$ cat config.mk
export PLATFORM = sky130hd
export DESIGN_NAME = fifo_disp_feeder
export DESIGN_NICKNAME = d
export VERILOG_FILES = /design/src/rtl/fifo_disp_pkg.sv /design/src/rtl/fifo_disp_bin2bcd_seq.sv /design/src/rtl/fifo_disp_feeder.sv
export SDC_FILE = /design/constraint.sdc
export NUM_CORES = 1
export LEC_CHECK = 0
export ABC_AREA = 1
export CORE_ASPECT_RATIO = 1.1
export CORE_UTILIZATION = 45
export CTS_BUF_LIST = sky130_fd_sc_hd__clkbuf_4
export CTS_CLUSTER_SIZE = 40
export DETAILED_ROUTE_END_ITERATION = 8
export GPL_TIMING_DRIVEN = 0
export PLACE_DENSITY = 0.66
export RECOVER_POWER = 50
export SLEW_MARGIN = 5
export SYNTH_ARGS = -nofsm -noshare
export SYNTH_HDL_FRONTEND = slang
export SYNTH_SLANG_ARGS = --single-unit
$ cat constraint.sdc
create_clock -name clk -period 3.7 [get_ports clk]
set_input_delay 0.74 -clock clk [delete_from_list [all_inputs] [get_ports clk]]
set_output_delay 0.74 -clock clk [all_outputs]
set_load 0.05 [all_outputs]
$ cat src/rtl/fifo_disp_pkg.sv
// Shared types and helpers for the FIFO status display feeder.
package fifo_disp_pkg;

  typedef logic [3:0] nibble_t;
  // Index 2 = hundreds, 1 = tens, 0 = ones.
  typedef nibble_t [2:0] bcd3_t;

  typedef enum logic [1:0] {IDLE, CONV, LOAD} fsm_t;

  function automatic nibble_t flag_nib(input logic full, input logic empty);
    return {2'b00, full, empty};
  endfunction

endpackage

$ cat src/rtl/fifo_disp_bin2bcd_seq.sv
// Sequential shift-add-3 binary to 3-digit BCD converter; W cycles per conversion.
module bin2bcd_seq
  import fifo_disp_pkg::*;
#(
  parameter int unsigned W = 5
) (
  input  logic         clk,
  input  logic         rst_n,
  input  logic         start,
  input  logic [W-1:0] bin,
  output logic         busy,
  output logic         done,
  output bcd3_t        bcd
);

  localparam int unsigned CW = $clog2(W + 1);

  logic [W-1:0]  sh_q;
  bcd3_t         acc_q, adj;
  logic [CW-1:0] cnt_q;
  logic          busy_q, done_q;

  always_comb begin
    adj = acc_q;
    for (int i = 0; i < 3; i++) begin
      if (acc_q[i] >= 4'd5) adj[i] = acc_q[i] + 4'd3;
    end
  end

  always_ff @(posedge clk) begin
    if (!rst_n) begin
      sh_q   <= '0;
      acc_q  <= '0;
      cnt_q  <= '0;
      busy_q <= 1'b0;
      done_q <= 1'b0;
    end else begin
      done_q <= 1'b0;
      if (start) begin
        sh_q   <= bin;
        acc_q  <= '0;
        cnt_q  <= CW'(W);
        busy_q <= 1'b1;
      end else if (busy_q) begin
        acc_q <= (adj << 1) | {11'd0, sh_q[W-1]};
        sh_q  <= sh_q << 1;
        cnt_q <= cnt_q - 1'b1;
        if (cnt_q == CW'(1)) begin
          busy_q <= 1'b0;
          done_q <= 1'b1;
        end
      end
    end
  end

  assign busy = busy_q;
  assign done = done_q;
  assign bcd  = acc_q;

endmodule

$ cat src/rtl/fifo_disp_feeder.sv
// Snapshots async-FIFO status into two BCD display pages and drives the page select.
// Optional: define FIFO_DISP_AUTO_PAGE_EN for a periodic automatic page flip.
module fifo_disp_feeder
  import fifo_disp_pkg::*;
#(
  parameter int unsigned ADDR_W         = 4,
  parameter int unsigned DEB_CYCLES     = 500_000,
  parameter int unsigned REFRESH_CYCLES = 5_000_000,
  parameter int unsigned PAGE_TICKS     = 100_000_000
) (
  input  logic            clk,
  input  logic            rst_n,
  input  logic            key_n,
  input  logic [7:0]      wr_data,
  input  logic [7:0]      rd_data,
  input  logic [ADDR_W:0] wr_ptr,
  input  logic [ADDR_W:0] rd_ptr,
  input  logic            full,
  input  logic            empty,
  output logic            select,
  output nibble_t         HEX5a, HEX4a, HEX3a, HEX2a, HEX1a, HEX0a,
  output nibble_t         HEX5b, HEX4b, HEX3b, HEX2b, HEX1b, HEX0b
);

  localparam int unsigned DW = $clog2(DEB_CYCLES + 1);
  localparam int unsigned RW = $clog2(REFRESH_CYCLES + 1);
  localparam logic [ADDR_W:0] DEPTH = {1'b1, {ADDR_W{1'b0}}};

  // Key synchroniser and debounce; accepted level idles high.
  logic          key_s1_q, key_s2_q, key_db_q, key_fall, sel_toggle, select_q;
  logic [DW-1:0] deb_cnt_q;

  always_ff @(posedge clk) begin
    if (!rst_n) begin
      key_s1_q  <= 1'b1;
      key_s2_q  <= 1'b1;
      key_db_q  <= 1'b1;
      deb_cnt_q <= '0;
    end else begin
      key_s1_q <= key_n;
      key_s2_q <= key_s1_q;
      if (key_s2_q == key_db_q) begin
        deb_cnt_q <= '0;
      end else if (deb_cnt_q == DW'(DEB_CYCLES - 1)) begin
        key_db_q  <= key_s2_q;
        deb_cnt_q <= '0;
      end else begin
        deb_cnt_q <= deb_cnt_q + 1'b1;
      end
    end
  end

  assign key_fall = key_db_q && !key_s2_q && (deb_cnt_q == DW'(DEB_CYCLES - 1));

`ifdef FIFO_DISP_AUTO_PAGE_EN
  localparam int unsigned PGW = $clog2(PAGE_TICKS + 1);
  logic [PGW-1:0] page_cnt_q;
  logic           page_wrap;

  assign page_wrap = (page_cnt_q == PGW'(PAGE_TICKS - 1));

  always_ff @(posedge clk) begin
    if (!rst_n)                     page_cnt_q <= '0;
    else if (key_fall || page_wrap) page_cnt_q <= '0;
    else                            page_cnt_q <= page_cnt_q + 1'b1;
  end

  // Coincident key and auto events collapse into one toggle.
  assign sel_toggle = key_fall | page_wrap;
`else
  assign sel_toggle = key_fall;
`endif

  always_ff @(posedge clk) begin
    if (!rst_n) select_q <= 1'b0;
    else        select_q <= select_q ^ sel_toggle;
  end

  assign select = select_q;

  logic [RW-1:0] ref_cnt_q;
  logic          tick;

  assign tick = (ref_cnt_q == RW'(REFRESH_CYCLES - 1));

  always_ff @(posedge clk) begin
    if (!rst_n)    ref_cnt_q <= '0;
    else if (tick) ref_cnt_q <= '0;
    else           ref_cnt_q <= ref_cnt_q + 1'b1;
  end

  // Pointer difference above DEPTH can only come from corrupt pointers; clamp it.
  logic [ADDR_W:0] diff, occ, free;
  assign diff = wr_ptr - rd_ptr;
  assign occ  = (diff > DEPTH) ? DEPTH : diff;
  assign free = DEPTH - occ;

  fsm_t    state_q, state_d;
  logic    start, load, conv_done;
  logic    occ_busy, occ_done, free_busy, free_done;
  bcd3_t   occ_bcd, free_bcd;
  logic [7:0] wr_data_q, rd_data_q;
  nibble_t flags_q;

  assign start     = (state_q == IDLE) && tick;
  assign conv_done = occ_done && free_done && !occ_busy && !free_busy;

  always_comb begin
    state_d = state_q;
    load    = 1'b0;
    unique case (state_q)
      IDLE: if (tick) state_d = CONV;
      CONV: if (conv_done) state_d = LOAD;
      LOAD: begin
        load    = 1'b1;
        state_d = IDLE;
      end
      default: state_d = IDLE;
    endcase
  end

  always_ff @(posedge clk) begin
    if (!rst_n) state_q <= IDLE;
    else        state_q <= state_d;
  end

  always_ff @(posedge clk) begin
    if (!rst_n) begin
      wr_data_q <= '0;
      rd_data_q <= '0;
      flags_q   <= '0;
    end else if (start) begin
      wr_data_q <= wr_data;
      rd_data_q <= rd_data;
      flags_q   <= flag_nib(full, empty);
    end
  end

  bin2bcd_seq #(.W(ADDR_W + 1)) u_occ_bcd (
    .clk   (clk),
    .rst_n (rst_n),
    .start (start),
    .bin   (occ),
    .busy  (occ_busy),
    .done  (occ_done),
    .bcd   (occ_bcd)
  );

  bin2bcd_seq #(.W(ADDR_W + 1)) u_free_bcd (
    .clk   (clk),
    .rst_n (rst_n),
    .start (start),
    .bin   (free),
    .busy  (free_busy),
    .done  (free_done),
    .bcd   (free_bcd)
  );

  // Both pages update in the same cycle so the display never shows a mix.
  always_ff @(posedge clk) begin
    if (!rst_n) begin
      {HEX5a, HEX4a, HEX3a, HEX2a, HEX1a, HEX0a} <= '0;
      {HEX5b, HEX4b, HEX3b, HEX2b, HEX1b, HEX0b} <= '0;
    end else if (load) begin
      {HEX5a, HEX4a} <= wr_data_q;
      {HEX5b, HEX4b} <= rd_data_q;
      HEX3a          <= flags_q;
      HEX3b          <= flags_q;
      {HEX2a, HEX1a, HEX0a} <= occ_bcd;
      {HEX2b, HEX1b, HEX0b} <= free_bcd;
    end
  end

endmodule

### After elaboration in Yosys (flattened, before gate mapping)

Index checks and enable logic that the tools add are counted.

* order comparisons: 7
* add/subtract/negate cells: 12
* equality and inequality tests: 9
* shift operators: 0
* div/mod/pow operators: 0
* multipliers: 0
* multiplexer cells: 27
* bitwise gates (word level): 7
* reduce and logical (&&, ||, !) cells: 19

Operator list (count)
* two-way mux 5 bit: 5
* greater-or-equal comparator 4 x 3 -> 1 bit (second input constant): 6
* OR 12 x 1 -> 12 bit: 2
* adder 23 x 1 -> 23 bit (second input constant): 1
* equality test 23 bit (second input constant): 1
* adder 19 x 1 -> 19 bit (second input constant): 1
* equality test 19 bit (second input constant): 1
* two-way mux 3 bit: 6
* adder 4 x 2 -> 4 bit (second input constant): 4
* two-way mux 4 bit: 4
* two-way mux 1 bit: 9
* OR reduction 3 bit: 3
* adder 3 x 2 -> 3 bit (second input constant): 2
* equality test 3 x 1 -> 1 bit (second input constant): 2
* logical AND 1 bit: 6
* subtractor 3 x 1 -> 3 bit (second input constant): 2
* > comparator 5 bit (second input constant): 1
* subtractor 5 bit: 1
* subtractor 5 bit (first input constant): 1
* two-way mux 2 bit: 2
* inequality test 2 bit (second input constant): 2
* inverter 1 bit: 4
* case mux 2 bit (2 select lines): 1
* AND reduction 2 bit: 2
* 8 further kinds: 12

* register bits after elaboration: 152
* RAM bits: 0
* ROM bits: 0
* output and inout port bits: 49
* latch bits: 0
* memories: 0
* input port bits: 31
* word-level logic and storage cells: 118

### Depth between registers and ports, before layout

* depth after elaboration: 5
* depth in mapped cells: 17
* depth with buffers taken out: 17

### Hierarchy

From an unflattened synthesis, not the netlist that was laid out.

* cells, all modules: 1034
* area, all modules: 7166.9 µm²

By module, submodules not included
* fifo_disp_feeder: instances 1, seq. area each 2162.1 µm², cells each 712, area an instance 4909.7 µm²
* bin2bcd_seq: instances 2, seq. area each 440.4 µm², cells each 161, area an instance 1128.6 µm²

### Worst setup path after synthesis

Ideal clock, no wire load.

* path kind: input -> register
* start point: input wr_ptr[0]
* end point: register u_free_bcd.sh_q[2]
* required time: 3630 ps
* stages: 14
* data arrival time: 2365 ps
* path buffers: 0
* path slack: 1265 ps
* library setup time: 70 ps
* cell sequence: inv_1 -> ha_1 -> inv_1 -> fa_1 -> inv_1 -> nand2_1 -> a21oi_1 -> nand3_1 -> nand2_1 -> nand2_1 -> ha_1 -> a21oi_1 -> o21ai_0 -> a21oi_1

* longest elaborated chain between the ends: 5

RTL lines
* start, declared: RTL line fifo_disp_feeder.sv:16 `input logic [ADDR_W:0] wr_ptr,`
* subtractor 5 bit (*): RTL line fifo_disp_feeder.sv:94 `assign diff = wr_ptr - rd_ptr;`
* > comparator 5 bit: RTL line fifo_disp_feeder.sv:95 `assign occ = (diff > DEPTH) ? DEPTH : diff;`
* two-way mux 5 bit (*): RTL line fifo_disp_feeder.sv:95
* subtractor 5 bit (*): RTL line fifo_disp_feeder.sv:96 `assign free = DEPTH - occ;`
* two-way mux 5 bit (*): RTL line fifo_disp_bin2bcd_seq.sv:39 `if (start) begin`
* end signal, assigned: RTL line fifo_disp_bin2bcd_seq.sv:40 `sh_q <= bin;`
* end signal, assigned: RTL line fifo_disp_bin2bcd_seq.sv:46 `sh_q <= sh_q << 1;`
* end, declared: RTL line fifo_disp_bin2bcd_seq.sv:18 `logic [W-1:0] sh_q;`

Every way passes the cells marked *; elsewhere a longest branch is shown, timed or not.
A chain may end at the register's enable or synchronous reset.

### Worst setup path in the final report

* start point: register HEX3b[0]
* end point: output HEX3b[0]

RTL lines
* start, declared: RTL line fifo_disp_feeder.sv:22 `output nibble_t HEX5b, HEX4b, HEX3b, HEX2b, HEX1b, HEX0b`
* start signal, assigned: RTL line fifo_disp_feeder.sv:168 `HEX3b <= flags_q;`

No word-level cell between the ends.

==> results.md <==
- Final Non-Filler Cells: 1219
- DP Cell Count: 1187
- Root buffer cell: clkbuf_4
- Critical path endpoint category: output pin
- Area growth, synth to finish: 18.4%
- PD cells: roughly 350 nW/µm²
- Antenna violations before repair: 0
- Period utilization: 0.698
- Initial DRC count: 332
- # fillers: 1468
- Max-cap violations: 0
- Post-synthesis register bit count: 152
- DIE WIDTH: 120 µm
- Core Util, Final: 0.555
- Vias in the first global route: 5763
- CTS Sinks: 152
- Postcts setup bufs: 0
- Sequential fraction of the synthesis area: 0.444
- Vias: approximately 6000
- Number of synthesized flops with an enable pin: 0
- Slew @ Worst Pin: 634 ps
- Area of the core: 14600 µm²
- Nets@finish: about 1100
- Unique masters post-synth: 46
- Most frequent cells in the layout: 164 x nand2_1, 152 x dfxtp_1, 117 x nor2_1
- Diodes inserted: 0
- Status: completed
- DRC: 0
- Cts hold-fix bufs: 0
- Most common cell after layout, fill and taps aside: nand2_1
- DR WL/cell: 13.0 µm
- Slowest stage cell, crit path: clkdlybuf4s50_1
- Largest net degree at the start of global routing: 17
- CP peak stage delay: 780 ps
- Total track usage: 0.211
- Fmax: 387 MHz
- Clock slew at reported path FFs: 130 ps
- # H-tree levels: 4
- Ys Warns: 0
- Final Hold Slack: 431 ps
- Synth Flop Type: dfxtp_1
- Endpoints failing setup: 0
- TritonCTS clock tree: done
- TNS Setup: 0 ps
- CTS buffer count: 17
- # port buffers: 75
- Fin crit period: between 2000 and 3000 ps
- Fin. max-slew vios: 0
- Ports: 80
- Async S/R FF share, synth: 0
- Die footprint: 15700 µm²
- Vias/cell: 4.97
- Maximum vdd drop: 0.208 mV
- Dpl hpwl: 11.4 mm
- CP arrival: about 1800 ps
- Worst-case clock buffer depth: 2
- Largest fanout on the critical path: 3
- GR Overflow Total: 0
- Post-DRT Antenna Nets: 0
- RSZ-0062 raised after global routing: no
- Final WL: between 15 and 20 mm
- DR pass1 iterations: 6
- Initial Utilization: 0.468
- Leak Pwr: 3.12 nW
- Setup Skew: 16.9 ps
- Row count: 46
- Die H: 131 µm
- Layout cells sized above 1: 0.0662
- Critical path class: flop to output pin
- Hold crit path type: flop to flop
- Resize count post-CTS: 0
- Tot Pwr: between 2 and 3 mW
- Worst path required time: 2960 ps
- Placer congestion estimate: 0.876
- Mapped cell area: 6850 µm²
- CP cell instances: buf_4, clkdlybuf4s50_1
- Final hold violations: 0
- Syn Area/Cell: approximately 7.5 µm²
- Skew-Pair Late Insertion Delay: 550 ps
- Setup crit start kind: flop
- First-pass GRT wire length: roughly 27 mm
- Worst rel slew slack: 0.578
- Gate count after technology mapping: 917
metrics by stage:
step | setup slack (ps) | area [µm²]
5_1_grt | 915 | 8110
3_3_place_gp | 588 | 7850
2_1_floorplan | 1270 | 6860
4_1_cts | 1060 | 8140
6_report | 1120 | 8110
3_5_place_dp | 591 | 7850
critical path: cells and delay by family, from the launching register on:
family | cells | cell delay, ps
buffers and inverters | 2 | 900
DFF | 1 | 390
cells by family (layout without fill, tap and decap cells):
| family | after synthesis | in the layout | share of synthesized area |
|---|---|---|---|
| other | 1 | 4 | 0.000548 |
| AND/OR/NAND/NOR | 379 | 379 | 0.245 |
| multiplexers | 3 | 3 | 0.00439 |
| adder cells (fa/ha/maj) | 25 | 25 | 0.0468 |
| AO/OA/AOI/OAI | 197 | 197 | 0.153 |
| flip-flops | 152 | 152 | 0.444 |
| XOR/XNOR | 16 | 16 | 0.0205 |
| buffers and inverters | 144 | 251 | 0.0857 |
registers in the layout, summed over array words and instances (netlist names), 3 cells and up:
| signal | cells |
|---|---|
| HEX4a | 4 |
| HEX5a | 4 |
| HEX2b | 4 |
| HEX4b | 4 |
| wr_data_q | 8 |
| u_free_bcd.sh_q | 5 |
| rd_data_q | 8 |
| u_free_bcd.cnt_q | 3 |
| HEX0a | 4 |
| u_free_bcd.bcd | 12 |
| HEX0b | 4 |
| HEX1a | 4 |
| deb_cnt_q | 19 |
| u_occ_bcd.cnt_q | 3 |
| ref_cnt_q | 23 |
| u_occ_bcd.sh_q | 5 |
| HEX1b | 4 |
| HEX2a | 4 |
| HEX5b | 4 |
| u_occ_bcd.bcd | 12 |
area by class of cell:
cell class | instances | area, µm² | share of cell area
clock inverters | 14 | 158 | 0.0194
repair buffers | 75 | 751 | 0.0926
clock buffers | 18 | 135 | 0.0167
plain buffers | 38 | 175 | 0.0216
well taps | 192 | 240 | 0.0296
flip-flops and latches | 152 | 3040 | 0.375
inverters | 106 | 398 | 0.0491
multi-input cells | 624 | 3210 | 0.396
cells in the mapped netlist, types with 2 or more instances:
library cell | number | share of area
a21oi_1 | 103 | 0.075
a21oi_2 | 3 | 0.0038
a311oi_1 | 6 | 0.0077
a31oi_1 | 4 | 0.0037
buf_2 | 10 | 0.0073
buf_4 | 7 | 0.0077
clkbuf_1 | 19 | 0.010
clkinv_1 | 2 | 0.0011
dfxtp_1 | 152 | 0.44
ha_1 | 24 | 0.044
inv_1 | 100 | 0.055
inv_2 | 4 | 0.0022
mux2i_1 | 3 | 0.0044
nand2_1 | 164 | 0.090
nand2_2 | 3 | 0.0027
nand3_1 | 45 | 0.033
nand3_2 | 2 | 0.0029
nand4_1 | 9 | 0.0082
nor2_1 | 117 | 0.064
nor2_2 | 2 | 0.0018
nor2_4 | 2 | 0.0033
nor3_1 | 16 | 0.012
nor3_2 | 2 | 0.0029
nor3b_1 | 2 | 0.0022
nor4_2 | 2 | 0.0037
o21a_1 | 2 | 0.0022
o21ai_0 | 71 | 0.052
o21ai_1 | 2 | 0.0015
o21bai_1 | 2 | 0.0022
or2_2 | 7 | 0.0064
xnor2_1 | 3 | 0.0038
xor2_1 | 13 | 0.017
per-layer routing:
layer  global-route usage  up-vias  wire length [µm]  share of wire
met5                    0        -                 0              0
met4               0.0604        0               182          0.011
met3               0.0530       16               701          0.044
met2                0.366      115              7770           0.49
met1                0.255     2765              7170           0.45
li1                     -     3165                 -              -
path summary, 6_finish.rpt:
check               start                 end  slack [ps]  depth (start not counted)
max              HEX3b[0]            HEX3b[0]        1120                          2
min              key_s1_q            key_s2_q         430                          1
max reg2reg  ref_cnt_q[0]  u_free_bcd.sh_q[0]        1180                         10
min reg2reg      key_s1_q            key_s2_q         430                          1
power by group:
part | total, mW | internal [mW] | switching [mW]
Sequential | 1.64 | 1.64 | 0.00195
Clock | 1.06 | 0.466 | 0.592
Combinational | 0.150 | 0.0606 | 0.0898
Total | 2.85 | 2.17 | 0.683
No activity file was read; power rests on OpenSTA's default activity.
